`src/rtl/crc16_sched.sv`:
```
// crc16_sched: arbitrates two requesters onto one serial crc16 engine, feeds
// the latched 64-bit payload MSB first, collects the 16-bit remainder and
// returns it over a valid/ack handshake before releasing the engine.
// Optional macro CRC16_SCHED_RR_EN: round-robin arbitration instead of the
// default fixed priority (requester 0 wins).
`timescale 1ns/1ps
module crc16_sched #(
   parameter int NREQ  = 2,
   parameter int DBITS = 64
) (
   input  logic             clk,
   input  logic             rst_n,
   input  logic [NREQ-1:0]  req,
   input  logic [DBITS-1:0] req_data0,
   input  logic [DBITS-1:0] req_data1,
   output logic [NREQ-1:0]  gnt,
   output logic [15:0]      res,
   output logic             res_valid,
   input  logic             res_ack,
   output logic             busy,
   output logic             crc16_start,
   output logic             crc16_s_in,
   output logic             crc16_rec,
   input  logic             crc16_out,
   input  logic             crc16_ready,
   input  logic             crc16_done
);

   typedef enum logic [2:0] {
      S_IDLE, S_START, S_FEED, S_COLLECT, S_RESULT, S_RELEASE
   } state_t;

   state_t           r_state;
   state_t           w_state_nxt;
   logic [DBITS-1:0] r_shift;
   logic [5:0]       r_feed_cnt;
   logic [4:0]       r_cap_cnt;
   logic             w_any_req;
   logic             w_win;
   logic [NREQ-1:0]  w_gnt_sel;
   logic             w_cap_inc;

   assign w_any_req = |req;
   assign w_gnt_sel = w_win ? NREQ'(2) : NREQ'(1);
   // Capture count saturates at 16; later ready bits are dropped.
   assign w_cap_inc = crc16_ready && (r_cap_cnt < 5'd16);

`ifdef CRC16_SCHED_RR_EN
   logic r_last;

   // On a tie the requester that did not win last time is granted.
   assign w_win = (&req) ? ~r_last : ~req[0];

   // Last-winner register; preset to 1 so requester 0 wins the first tie.
   always_ff @(posedge clk) begin
      if (!rst_n)
         r_last <= 1'b1;
      else if (r_state == S_IDLE && w_any_req)
         r_last <= w_win;
   end
`else
   // Fixed priority: requester 0 always wins.
   assign w_win = ~req[0];
`endif

   // State register.
   always_ff @(posedge clk) begin
      if (!rst_n)
         r_state <= S_IDLE;
      else
         r_state <= w_state_nxt;
   end

   // Next-state decode.
   always_comb begin
      w_state_nxt = r_state;
      case (r_state)
         S_IDLE:    if (w_any_req) w_state_nxt = S_START;
         S_START:   w_state_nxt = S_FEED;
         S_FEED:    if (r_feed_cnt == 6'd63) w_state_nxt = S_COLLECT;
         S_COLLECT: if (crc16_done) w_state_nxt = S_RESULT;
         S_RESULT:  if (res_ack) w_state_nxt = S_RELEASE;
         S_RELEASE: w_state_nxt = S_IDLE;
         default:   w_state_nxt = S_IDLE;
      endcase
   end

   // Payload shift register: loaded on grant, shifted MSB-out while feeding.
   always_ff @(posedge clk) begin
      if (r_state == S_IDLE && w_any_req)
         r_shift <= w_win ? req_data1 : req_data0;
      else if (r_state == S_START || r_state == S_FEED)
         r_shift <= {r_shift[DBITS-2:0], 1'b0};
   end

   // Registered outputs and counters.
   always_ff @(posedge clk) begin
      if (!rst_n) begin
         gnt         <= '0;
         res         <= 16'h0000;
         res_valid   <= 1'b0;
         busy        <= 1'b0;
         crc16_start <= 1'b0;
         crc16_s_in  <= 1'b0;
         crc16_rec   <= 1'b0;
         r_feed_cnt  <= 6'd0;
         r_cap_cnt   <= 5'd0;
      end else begin
         crc16_start <= (w_state_nxt == S_START);
         crc16_rec   <= (w_state_nxt == S_RELEASE);
         busy        <= (w_state_nxt != S_IDLE);
         case (r_state)
            S_IDLE: begin
               if (w_any_req) begin
                  gnt       <= w_gnt_sel;
                  res       <= 16'h0000;
                  r_cap_cnt <= 5'd0;
               end
            end
            S_START: begin
               r_feed_cnt <= 6'd0;
               crc16_s_in <= r_shift[DBITS-1];
            end
            S_FEED: begin
               r_feed_cnt <= r_feed_cnt + 6'd1;
               crc16_s_in <= (r_feed_cnt == 6'd63) ? 1'b0 : r_shift[DBITS-1];
            end
            S_COLLECT: begin
               if (w_cap_inc) begin
                  res       <= {res[14:0], crc16_out};
                  r_cap_cnt <= r_cap_cnt + 5'd1;
               end
               // A short engine still gets its partial result presented so the
               // requester can acknowledge and the engine can be released.
               if (crc16_done)
                  res_valid <= 1'b1;
            end
            S_RESULT: begin
               if (res_ack)
                  res_valid <= 1'b0;
            end
            S_RELEASE: begin
               gnt <= '0;
            end
            default: ;
         endcase
      end
   end

endmodule

```
`config.mk`:
```
export PLATFORM = sky130hd
export DESIGN_NAME = crc16_sched
export DESIGN_NICKNAME = d
export VERILOG_FILES = /design/src/rtl/crc16_sched.sv
export SDC_FILE = /design/constraint.sdc
export NUM_CORES = 1
export LEC_CHECK = 0
export ABC_AREA = 1
export BUFFER_PORTS_ARGS = -buffer_cell sky130_fd_sc_hd__buf_2
export CAP_MARGIN = 15
export CORE_ASPECT_RATIO = 0.6
export CORE_UTILIZATION = 45
export DETAILED_ROUTE_END_ITERATION = 10
export PLACE_DENSITY = 0.78
export SYNTH_ARGS = -nofsm -noshare
export SYNTH_HDL_FRONTEND = slang
export SYNTH_SLANG_ARGS = --single-unit
```
`constraint.sdc`:
```
create_clock -name clk -period 3.2 [get_ports clk]
set_clock_uncertainty 0.15 [all_clocks]
set_input_delay 0.64 -clock clk [delete_from_list [all_inputs] [get_ports clk]]
set_output_delay 0.64 -clock clk [all_outputs]
set_load 0.02 [all_outputs]
```
==> reports/results.txt <==
status = finished clean
placed cell area = 5660 um^2
H-tree depth = 3
Net Count, Synth = 624
clk sink count = 101
CP startpoint = r_state[2]$_SDFF_PN0_
PwrDens = 611 nW/um^2
Critical Path End = r_shift[38]$_DFFE_PP_
VDD IR-drop max = 259 uV
critical path peak fanout = 26
Area growth syn-to-layout = 23.9%
ys async rst share = 0%
Synth Area per Inst = 9.84 um^2
design area = 5920 um^2
CP required = 3100 ps
max-cap violation count = 0
crit path kind = reg -> reg
# hold bufs at CTS = 0
initial antenna violation count = 0
WL final = 10200 um
flops & latches, synth = 101
relative slew slack = 39.1%
first-pass GRT wire length = 15900 um
Slowest cell on crit path = nand2_2
Fmax = 0.440 GHz
Worst-path clk slew = 70 ps
via count = 3857
Cells after Synth = 486
ant diodes = 0
final layout net count = 768
reg2reg start = r_state[2]$_SDFF_PN0_
final design utilization = 58.7%
Post-synth EDFFs = 64
Port Buffers = 158
row count = 28
endpoints failing setup = 0
Primary FF master, synth = edfxtp_1
clk buf depth = 2
Skew-Pair Late Insertion Delay = 330 ps
antenna-violating nets left = 0
synth warn = 0
sequential area share after synthesis = 55.7%
Resized Gates After CTS = 0
Detailed Routing Iterations Pass 1 = 4
Iter 0 DRT Violations = 278
pin count of the biggest net entering global routing = 152
Cell Chain, Critical Path = inv_2 -> nand2_1 -> nor2_1 -> inv_1 -> nand2_2 -> buf_12
depth of the most critical reg-to-reg path = 6
CORE AREA = 10100 um^2
Worst Path Arrival = 2170 ps
max-slew violation count = 0
Remaining Overflow, GRT = 0
Final period util = 71.0%
Final TNS setup = 0 ps
Unique masters post-synth = 27
fraction of layout cells with a size suffix above 1 = 29.1%
final hold vios = 0
Placer Congestion = 0.795
CTS tree = yes
Worst setup EP type = flip-flop
drt wl/cell = 13.3 um
slew of the pin with the lowest slew margin = 912 ps
post-layout min period = 2270 ps
RSZ-0062 raised after global routing = false
Die Area = 11100 um^2
RR Endpoint = r_shift[38]$_DFFE_PP_
Worst R2R Setup Slack = 930 ps
DIE HEIGHT = 81.9 um
Num CTS Buffers = 9
Crit path largest cell delay = 550 ps
GRT Overall Usage = 18.5%
DRC = 0
Initial Utilization = 47.4%
vias in the first global route = 3450
startpoint types = flip-flop
leakage = 2.68 nW
placed wire-length estimate = 7090 um
clock root buffer = clkbuf_16
hold crit path type = reg -> reg
die width = 135 um
Vias per Instance = 5.01
Post-Synthesis Cell Area = 4780 um^2
I/O pin total = 159
# Post-CTS Setup Buffers = 0
cell families (layout without fill, tap and decap cells):
logic type / Yosys count / in the layout / synth area share (%)
simple gates: 169 / 169 / 14.5
compound gates: 102 / 102 / 10.7
flops: 101 / 101 / 55.7
mux: 63 / 63 / 13.2
buf+inv: 48 / 197 / 5.21
fa+ha+maj: 2 / 2 / 0.523
xor+xnor: 1 / 1 / 0.183
flip-flops by register name (all words and copies together), names as in the netlist:
register / cells
crc16_s_in: 1
res_valid: 1
r_state: 3
gnt: 2
r_feed_cnt: 6
crc16_start: 1
crc16_rec: 1
r_shift: 64
busy: 1
res: 16
r_cap_cnt: 5
per-stage QoR:
step | cells | total power [W] | hold WS, ps | setup slack [ps]
after global placement | 754 | 0.00263 | 298 | 973
after CTS | 770 | 0.00366 | 316 | 910
after floorplan | 486 | 0.00242 | 287 | 84.4
final | 770 | 0.00362 | 313 | 927
after global routing | 770 | 0.00383 | 355 | 819
after detailed placement | 754 | 0.00267 | 303 | 930
report_power, final:
group | internal (W) | switching (W) | leakage [nW]
combinational | 0.000277 | 0.000437 | 1.60
sequential | 0.00182 | 0.0000977 | 0.956
clock | 0.000521 | 0.000464 | 0.124
worst max-delay path: cells and delay by family, from the launching register on:
family / cells / cell delay (ps)
buffers and inverters: 3 / 580
flip-flops: 1 / 380
AND/OR/NAND/NOR: 3 / 860
final cells by class:
cell class / instances / area (um^2)
Fill cell: 864 / 4170
Tap cell: 135 / 169
Timing Repair Buffer: 162 / 873
Clock buffer: 9 / 225
Multi-Input combinational cell: 337 / 1880
Sequential cell: 101 / 2660
Clock inverter: 7 / 41.3
Inverter: 19 / 72.6
per-layer routing:
metal	vias to the layer above	GRT usage (%)	share of wire [%]
li1	1975	-	-
met1	1721	24.7	47
met2	141	29.2	46
met3	20	4.94	6.2
met4	0	6.07	1.6
met5	-	0	0
worst min path at each step:
stage / start / to / slack, ps / depth (start not counted)
CTS: gnt[1]$_SDFFE_PN0P_ / gnt[1]$_SDFFE_PN0P_ / 320 / 2
finish: gnt[1]$_SDFFE_PN0P_ / gnt[1]$_SDFFE_PN0P_ / 310 / 2
detailed placement: gnt[1]$_SDFFE_PN0P_ / gnt[1]$_SDFFE_PN0P_ / 300 / 2
global route: res[9]$_SDFFE_PN0P_ / res[10]$_SDFFE_PN0P_ / 360 / 2
floorplan: r_cap_cnt[4]$_SDFFE_PN0P_ / r_cap_cnt[4]$_SDFFE_PN0P_ / 290 / 2
global placement: res_valid$_SDFFE_PN0P_ / res_valid$_SDFFE_PN0P_ / 300 / 2
cell usage after synthesis (3+ instances only):
master	n	area, um^2
nor2_1	15	56.3
buf_4	3	22.5
mux2i_1	63	631
clkbuf_1	5	18.8
o21ai_1	43	215
buf_6	5	56.3
o21ai_0	26	130
dfxtp_1	37	741
a21oi_1	33	165
nand2_1	121	454
nand3_1	25	125
buf_2	12	60.1
edfxtp_1	64	1920
inv_1	16	60.1
buf_1	3	11.3
placed cells by master, fill, tap and decap left out, types with 2 or more instances in the layout:
| master | synthesis | routed |
|---|---|---|
| buf_2 | 12 | 157 |
| nand2_1 | 121 | 120 |
| edfxtp_1 | 64 | 64 |
| mux2i_1 | 63 | 63 |
| o21ai_1 | 43 | 43 |
| dfxtp_1 | 37 | 37 |
| a21oi_1 | 33 | 33 |
| o21ai_0 | 26 | 26 |
| nand3_1 | 25 | 25 |
| inv_1 | 16 | 16 |
| nor2_1 | 15 | 15 |
| clkbuf_16 | 0 | 9 |
| buf_12 | 0 | 4 |
| clkinv_1 | 0 | 3 |
| inv_2 | 2 | 2 |
| nor2_2 | 2 | 2 |
| nand2_2 | 1 | 2 |
| ha_1 | 2 | 2 |
No activity file was read; power rests on OpenSTA's default activity.
